===== src/rtl/if_fetch.sv =====
// if_fetch: PC owner and single-outstanding instruction fetcher feeding IF/ID,
// with hazard stall, branch flush/redirect and stale-response draining.
module if_fetch #(
  parameter int PC_width = 32,
  parameter int inst_width = 32,
  parameter int num_width = 5,
  parameter logic [PC_width-1:0] RESET_PC = '0
) (
  input  logic                  clk,
  input  logic                  rst_n,
  input  logic                  hazard,
  input  logic                  flush,
  input  logic [PC_width-1:0]   branch_target,
  output logic                  imem_req,
  output logic [PC_width-1:0]   imem_addr,
  input  logic                  imem_rvalid,
  input  logic [inst_width-1:0] imem_rdata,
  output logic                  valid_out,
  output logic [PC_width-1:0]   PC_out,
  output logic [PC_width-1:0]   PC4_out,
  output logic [inst_width-1:0] inst_out,
  output logic [num_width-1:0]  rd_num1_out,
  output logic [num_width-1:0]  rd_num2_out,
  output logic [num_width-1:0]  wr_num_out
);
  typedef enum logic [1:0] {IDLE, WAIT, HOLD, DRAIN} state_t;
  state_t state, nxt_state;
  logic [PC_width-1:0] pc, nxt_pc, tgt, pc4;
  logic [inst_width-1:0] hold_buf;
  logic req, ld_buf;
  assign tgt = branch_target & ~PC_width'(3);
  assign pc4 = pc + PC_width'(4);
  always_comb begin
    nxt_state = state;
    nxt_pc = pc;
    req = 1'b0;
    ld_buf = 1'b0;
    valid_out = 1'b0;
    inst_out = '0;
    case (state)
      IDLE: begin
        req = 1'b1;
        nxt_pc = flush ? tgt : pc;
        nxt_state = WAIT;
      end
      WAIT:
        if (flush) begin
          nxt_pc = tgt;
          req = imem_rvalid;
          nxt_state = imem_rvalid ? WAIT : DRAIN;
        end else if (imem_rvalid) begin
          valid_out = 1'b1;
          inst_out = imem_rdata;
          req = !hazard;
          ld_buf = hazard;
          nxt_pc = hazard ? pc : pc4;
          nxt_state = hazard ? HOLD : WAIT;
        end
      HOLD: begin
        valid_out = !flush;
        inst_out = flush ? '0 : hold_buf;
        req = flush || !hazard;
        nxt_pc = flush ? tgt : hazard ? pc : pc4;
        nxt_state = (flush || !hazard) ? WAIT : HOLD;
      end
      DRAIN: begin
        nxt_pc = flush ? tgt : pc;
        req = imem_rvalid;
        nxt_state = imem_rvalid ? WAIT : DRAIN;
      end
      default: nxt_state = IDLE;
    endcase
  end
  // every request goes to the address the PC is about to hold
  assign imem_req = req & rst_n;
  assign imem_addr = nxt_pc;
  assign PC_out = pc;
  assign PC4_out = pc4;
  assign rd_num1_out = inst_out[15 +: num_width];
  assign rd_num2_out = inst_out[20 +: num_width];
  assign wr_num_out = inst_out[7 +: num_width];
  always_ff @(posedge clk or negedge rst_n)
    if (!rst_n) begin
      state <= IDLE;
      pc <= RESET_PC;
      hold_buf <= '0;
    end else begin
      state <= nxt_state;
      pc <= nxt_pc;
      if (ld_buf) hold_buf <= imem_rdata;
    end
endmodule


===== config.mk =====
export PLATFORM = sky130hd
export DESIGN_NAME = if_fetch
export DESIGN_NICKNAME = d
export VERILOG_FILES = /design/src/rtl/if_fetch.sv
export SDC_FILE = /design/constraint.sdc
export NUM_CORES = 1
export LEC_CHECK = 0
export CAP_MARGIN = 20
export CORE_MARGIN = 1
export CORE_UTILIZATION = 38
export DETAILED_ROUTE_END_ITERATION = 8
export HOLD_SLACK_MARGIN = 0.05
export PLACE_DENSITY = 0.79
export SLEW_MARGIN = 40
export SYNTH_ARGS = -nofsm -noshare
export SYNTH_HDL_FRONTEND = slang
export SYNTH_SLANG_ARGS = --single-unit

===== constraint.sdc =====
create_clock -name clk -period 2.1 [get_ports clk]
set_input_delay 0.315 -clock clk [delete_from_list [all_inputs] [get_ports clk]]
set_output_delay 0.315 -clock clk [all_outputs]
set_load 0.1 [all_outputs]

==> impl_results.md, run 1 <==
- Root buf cell: clkbuf_16
- EDFF count, synth: 0
- Async set-or-reset flop fraction in the synthesized netlist: 100.0%
- Synth area leader: dfrtp_1
- Routability cong.: 0.8440
- Cts bufs inserted: 9
- Status: stopped before the end
- # resized after CTS: 171
- Post CTS Setup Buffer Count: 50
- Post-DP HPWL: 14.72 mm
- Halt Stage: clock tree synthesis
- Count leader, synth: dfrtp_1
- Yosys top cell area share: 37.29%
- Initial core utilization: 38.96%
- # hold bufs at CTS: 0
- Die W: 110.0 um
- Clock buffer depth: 2
- Top cells by area, synth: dfrtp_1 (37%), mux2_2 (8.4%), a22oi_1 (7.6%), nor2b_1 (5.1%), xor2_1 (4.4%)
- List of most frequent post-synthesis cells: dfrtp_1 (66), a22oi_1 (45), nand2_1 (42)
- Post-synth cell types: 53
- H-Tree Depth: 3
- Ys Warns: 0
- Buffers added on ports: 211
- Synth Instances: 481
- Sink Count: 66
- Rows: 39
- Die Ht: 110.0 um
- Sequential area share after synthesis: 37.29%
- Syn Nets: 555
- Mapped Area: 4429 um2
- IO Count: 214
- Error msg: [ERROR DPL-0038] Utilization greater than 100%, impossible to legalize
- FF+latch count, synth: 66
- Avg Cell Area, Syn: 9.208 um2
- Synth Flop Type: dfrtp_1
- # placed instances: 892
- DP Worst Slack: -0.5360 ns
## cells by family after synthesis
logic type | share of synthesized area, %
XOR/XNOR | 7.514
flip-flops | 37.29
buffers and inverters | 6.864
AO/OA/AOI/OAI | 18.28
AND/OR/NAND/NOR | 20.25
adder cells (fa/ha/maj) | 1.412
multiplexers | 8.390
## stage by stage
step / TNS (ns) / area (um2)
3_3_place_gp: -33.03 / 9799
3_5_place_dp: -37.86 / 9799
2_1_floorplan: -57.33 / 6150
==> run 2: changes to the inputs <==
Settings changed: CORE_UTILIZATION 38 to 40, HOLD_SLACK_MARGIN 0.05 to unset, PLACE_DENSITY 0.79 to unset, PLACE_DENSITY_LB_ADDON set to 0.15.
Clock period 2.1 ns to 2.75 ns, I/O delays scaled along.
==> run 2 against run 1 <==
The flow now finishes, with violations (setup timing); synthesized cell count is the same; area after synthesis is the same.
==> impl_results.md, run 2 <==
- Final hold vios: 0
- Failing checks: setup timing
- Kind of critical path: flip-flop to primary output
- WL/cell: 27.72 um
- Async set-or-reset flop fraction in the synthesized netlist: 100.0%
- Worst rel slew slack: 56.37%
- Proportion of layout cells with a drive suffix above 1: 66.84%
- Die W: 107.2 um
- Min Tclk post-route: 3.021 ns
- Die Ht: 107.2 um
- Commonest non-fill, non-tap cell in the layout: buf_12
- Count leader, synth: dfrtp_1
- NumNets Final: 829
- Synth area leader: dfrtp_1
- Yosys top cell area share: 37.29%
- H-Tree Depth: 3
- Final WL: 24.95 mm
- EDFF count, synth: 0
- IO Count: 214
- Area growth syn-to-layout: 128.3%
- Critical path startpoint category: flip-flop
- Vias in the first global route: 5413
- Top cells by area, synth: dfrtp_1 (37%), mux2_2 (8.4%), a22oi_1 (7.6%), nor2b_1 (5.1%), xor2_1 (4.4%)
- Post-synth cell types: 53
- Cts bufs inserted: 9
- DRT antenna net count: 0
- Max Fclk: 331.1 MHz
- TritonRoute pass-1 iters: 5
- 1st-iter DRT viols: 678
- DP Worst Slack: -0.02661 ns
- CP arrival: 2.61 ns
- Synth Instances: 481
- CTS tree: done
- Avg Cell Area, Syn: 9.208 um2
- Setup violators final: 45
- RSZ-0062 raised after global routing: yes
- Post-DP HPWL: 11.90 mm
- Routability cong.: 0.8664
- Die area: 11500 um2
- Synth Flop Type: dfrtp_1
- Most frequent cells in the layout: buf_12 (114), buf_4 (113), clkdlybuf4s50_1 (64)
- Gr usage total: 33.18%
- # placed instances: 822
- Overflow after GRT: 0
- Sequential area share after synthesis: 37.29%
- Buffers added on ports: 211
- Initial antenna violation count: 0
- Rows: 38
- Final Cycle Share: 109.8%
- Worst Tran Pin Value: 0.6545 ns
- List of most frequent post-synthesis cells: dfrtp_1 (66), a22oi_1 (45), nand2_1 (42)
- N_diodes: 0
- Area of the core: 10790 um2
- Sink Count: 66
- Slew Limit Fails: 0
- Largest net degree at the start of global routing: 67
- Crit path max fanout: 4
- Clock buffer depth: 2
- Clock slew seen by the registers of the worst setup and hold paths: 0.11 ns
- Vias: 5756
- Setup ws final: -0.2705 ns
- Setup crit end kind: primary output
- First-pass GRT wire length: 29.09 mm
- Worst skew pair latency: 0.38 ns
- Ys Warns: 0
- FF+latch count, synth: 66
- Req. time, crit path: 2.34 ns
- Clock Skew: 0.02687 ns
- Mapped Area: 4429 um2
- Syn Nets: 555
- Root buf cell: clkbuf_8
- Layout Cells excl Fill: 900
- Initial core utilization: 41.04%
- # DRC: 0
- Vias per std cell: 6.396
- MaxCap Viol Count: 0
- Status: complete, but fails checks
- Worst Hold Class: primary input to asynchronous set/reset pin
==> run 2: cell counts after synthesis <==
Identical to the previous run, type by type.
==> run 2: cell families after synthesis <==
| kind of cell | after synthesis | synth area share (%) |
|---|---|---|
| compound gates | 113 | 18.28 |
| fa+ha+maj | 5 | 1.412 |
| mux | 33 | 8.390 |
| buf+inv | 60 | 6.864 |
| xor+xnor | 38 | 7.514 |
| simple gates | 166 | 20.25 |
| flops | 66 | 37.29 |
==> run 2: area by class of cell <==
class,instances,area [um2]
repair buffers,317,4076
inverters,6,22.52
flip-flops and latches,66,1715
clock buffers,11,141.4
multi-input cells,355,3928
well taps,140,175.2
fillers,298,679.4
clock inverters,5,55.05
==> run 2: metal layers <==
metal	part of all wire [%]	global-route usage [%]	up-vias
met5	0	0	-
met4	7.4	16.93	0
met3	10	8.085	175
met2	48	58.39	486
met1	34	37.12	2808
li1	-	-	2287
==> run 2: critical path, stage by stage, from the launching register on <==
cell      delay, ns
dfrtp_4        0.43
buf_4          0.13
ha_4           0.15
nand3_4        0.10
nor3_2         0.37
buf_4          0.21
a31oi_1        0.10
o21ai_1        0.33
o311ai_4       0.20
buf_12         0.21
==> run 2: stage by stage <==
stage | hold slack [ns] | setup TNS, ns | utilization, % | area, um2
2_1_floorplan | 0.1169 | -15.55 | - | 5567
3_3_place_gp | 0.4867 | 0 | 82.04 | 8855
3_5_place_dp | 0.4954 | -0.02661 | 82.08 | 8859
4_1_cts | 0.2469 | -1.959 | 87.46 | 9439
5_1_grt | 0.2630 | -8.518 | 93.71 | 10110
6_report | 0.2150 | -6.403 | 93.71 | 10110
==> run 2: worst paths after layout <==
kind	from	endpoint	slack [ns]	cells past startpoint
setup / recovery	PC_out[3]	imem_addr[22]	-0.27	9
hold / removal	rst_n	PC_out[17]	0.21	2
setup reg to reg	state[0]	PC_out[19]	0.54	11
hold reg to reg	hold_buf[27]	hold_buf[27]	0.51	1
max in group asynchronous	rst_n	PC_out[11]	1.99	2
min in group clk	hold_buf[27]	hold_buf[27]	0.51	1
==> run 2: timing repair <==
| item | in CTS | in global routing |
|---|---|---|
| cloned | 1 | 1 |
| setup endpoints to repair | 43 | 46 |
| hold buffers | 0 | 0 |
| pin swaps | 18 | 37 |
| gates resized for setup | 55 | 76 |
| buffers inserted | 19 | 43 |
Power of run 2 is left out: the tool's default activity adds up to more than one toggle a clock period on the data nets, which glitch-free logic cannot reach.
==> run 3: changes to the inputs <==
--- a/config.mk
+++ b/config.mk
@@ -12,2 +12,3 @@
 export PLACE_DENSITY_LB_ADDON = 0.15
+export REMOVE_ABC_BUFFERS = 1
 export SLEW_MARGIN = 40
==> constraint.sdc (replaced) <==
create_clock -name clk -period 2.75 [get_ports clk]
set_input_delay 0.55 -clock clk [delete_from_list [all_inputs] [get_ports clk]]
set_output_delay 0.55 -clock clk [all_outputs]
set_load 0.1 [all_outputs]
==> run 3 against run 2 <==
The flow still finishes with violations (setup timing); non-clock buffer count up 51; hold slack gained 0.071 ns; clock skew is 0.0046 ns lower; utilization rose by 1.0 points; largest cell class unchanged.
==> impl_results.md, run 3 (synthesis results as in run 2) <==
- Area of the core: 10790 um2
- Proportion of layout cells with a drive suffix above 1: 64.00%
- Setup ws final: -0.5128 ns
- Worst Hold Class: primary input to asynchronous set/reset pin
- Worst rel slew slack: 56.80%
- Vias per std cell: 6.503
- Gr usage total: 32.98%
- Post-DP HPWL: 11.96 mm
- Worst Path Buf+Inv: 4
- DRT antenna net count: 0
- Req. time, crit path: 2.20 ns
- Kind of critical path: flip-flop to primary output
- Rows: 38
- Setup crit end kind: primary output
- N_diodes: 0
- Die area: 11500 um2
- MaxCap Viol Count: 0
- Worst R2R End: PC_out[19]
- Overflow after GRT: 0
- Sink Count: 66
- Routability cong.: 0.9145
- RSZ-0062 raised after global routing: yes
- Clock slew seen by the registers of the worst setup and hold paths: 0.10 ns
- Min Hold Slack: 0.2862 ns
- Slew Limit Fails: 0
- Die Ht: 107.2 um
- 1st-iter DRT viols: 778
- CTS tree: done
- Buffers added on ports: 211
- Min Tclk post-route: 3.263 ns
- Register-to-Register Path Depth: 9
- Cts bufs inserted: 9
- # DRC: 0
- Status: complete, but fails checks
- Crit path depth: 9
- H-Tree Depth: 3
- Initial antenna violation count: 0
- Final hold vios: 0
- Cell mode on critical path: buf_4
- CP endpoint: imem_addr[31]
- Final Cycle Share: 118.6%
- IO Count: 214
- Initial core utilization: 41.04%
- CP startpoint: PC_out[2]
- Worst Tran Pin Value: 0.6479 ns
- NumNets Final: 880
- Vias: 6184
- Slowest stage cell on the critical path: dfrtp_1
- Reg2Reg Launch Point: PC_out[2]
- CP arrival: 2.71 ns
- Commonest non-fill, non-tap cell in the layout: buf_4
- First-pass GRT wire length: 29.10 mm
- Vias in the first global route: 5433
- Max Fclk: 306.5 MHz
- Clock Skew: 0.02224 ns
- Setup violators final: 98
- Crit path max-delay family: buffers and inverters
- WL/cell: 28.04 um
- Worst skew pair latency: 0.39 ns
- Most frequent cells in the layout: buf_4 (146), buf_12 (108), clkdlybuf4s50_1 (63)
- Worst path max stage delay: 0.43 ns
- Clock buffer depth: 2
- Cell Chain, Critical Path: and4_4, buf_4, nor4b_4, buf_4, nand4_1, xor2_1, o21ai_1, buf_4, buf_12
- Failing checks: setup timing
- Critical path startpoint category: flip-flop
- TritonRoute pass-1 iters: 6
- Root buf cell: clkbuf_8
- Die W: 107.2 um
- Crit path max fanout: 5
- Final WL: 26.66 mm
- Largest net degree at the start of global routing: 67
- R2R setup slack: 0.42 ns
- Area growth syn-to-layout: 130.8%
==> run 3: worst min path at each step <==
stage / cells after the start / start / end / slack, ns
after floorplan: 0 / rst_n / PC_out[0] / 0.25
after global placement: 1 / hold_buf[3] / hold_buf[3] / 0.49
after global routing: 2 / rst_n / PC_out[19] / 0.35
after CTS: 2 / rst_n / hold_buf[24] / 0.33
after detailed placement: 1 / hold_buf[20] / hold_buf[20] / 0.49
final: 2 / rst_n / PC_out[31] / 0.29
==> run 3: routing by layer <==
| layer | routed length, um | global-route usage (%) |
|---|---|---|
| met4 | 2080 | 16.83 |
| met1 | 8875 | 38.90 |
| met3 | 2843 | 7.720 |
| met2 | 12860 | 55.85 |
| met5 | 0 | 0 |
==> run 3: final cells by class <==
cell class	count	area, um2
Tap cell	140	175.2
Sequential cell	66	1659
Fill cell	251	569.3
Clock inverter	6	115.1
Inverter	6	22.52
Timing Repair Buffer	368	4598
Clock buffer	10	127.6
Multi-Input combinational cell	355	3526
==> run 3: repair_timing <==
action                                  CTS  global route
endpoints found under the setup margin   96            82
buffers inserted                         19            41
resized for setup                       162           132
pin swaps                                24            57
hold buffers                              0             0
gates cloned                              4             3
==> run 3: stage by stage <==
stage	cells	util, %	worst slack [ns]	cell area (um2)	TNS, ns
floorplan	427	-	-3.951	4148	-263.54
global placement	873	75.66	-0.4861	8165	-16.01
detailed placement	873	75.69	-0.5308	8169	-17.15
CTS	910	85.61	-0.2830	9240	-5.675
global route	951	94.73	-0.5158	10220	-23.95
finish	951	94.73	-0.5128	10220	-20.11
Power of run 3 is left out for the same reason.
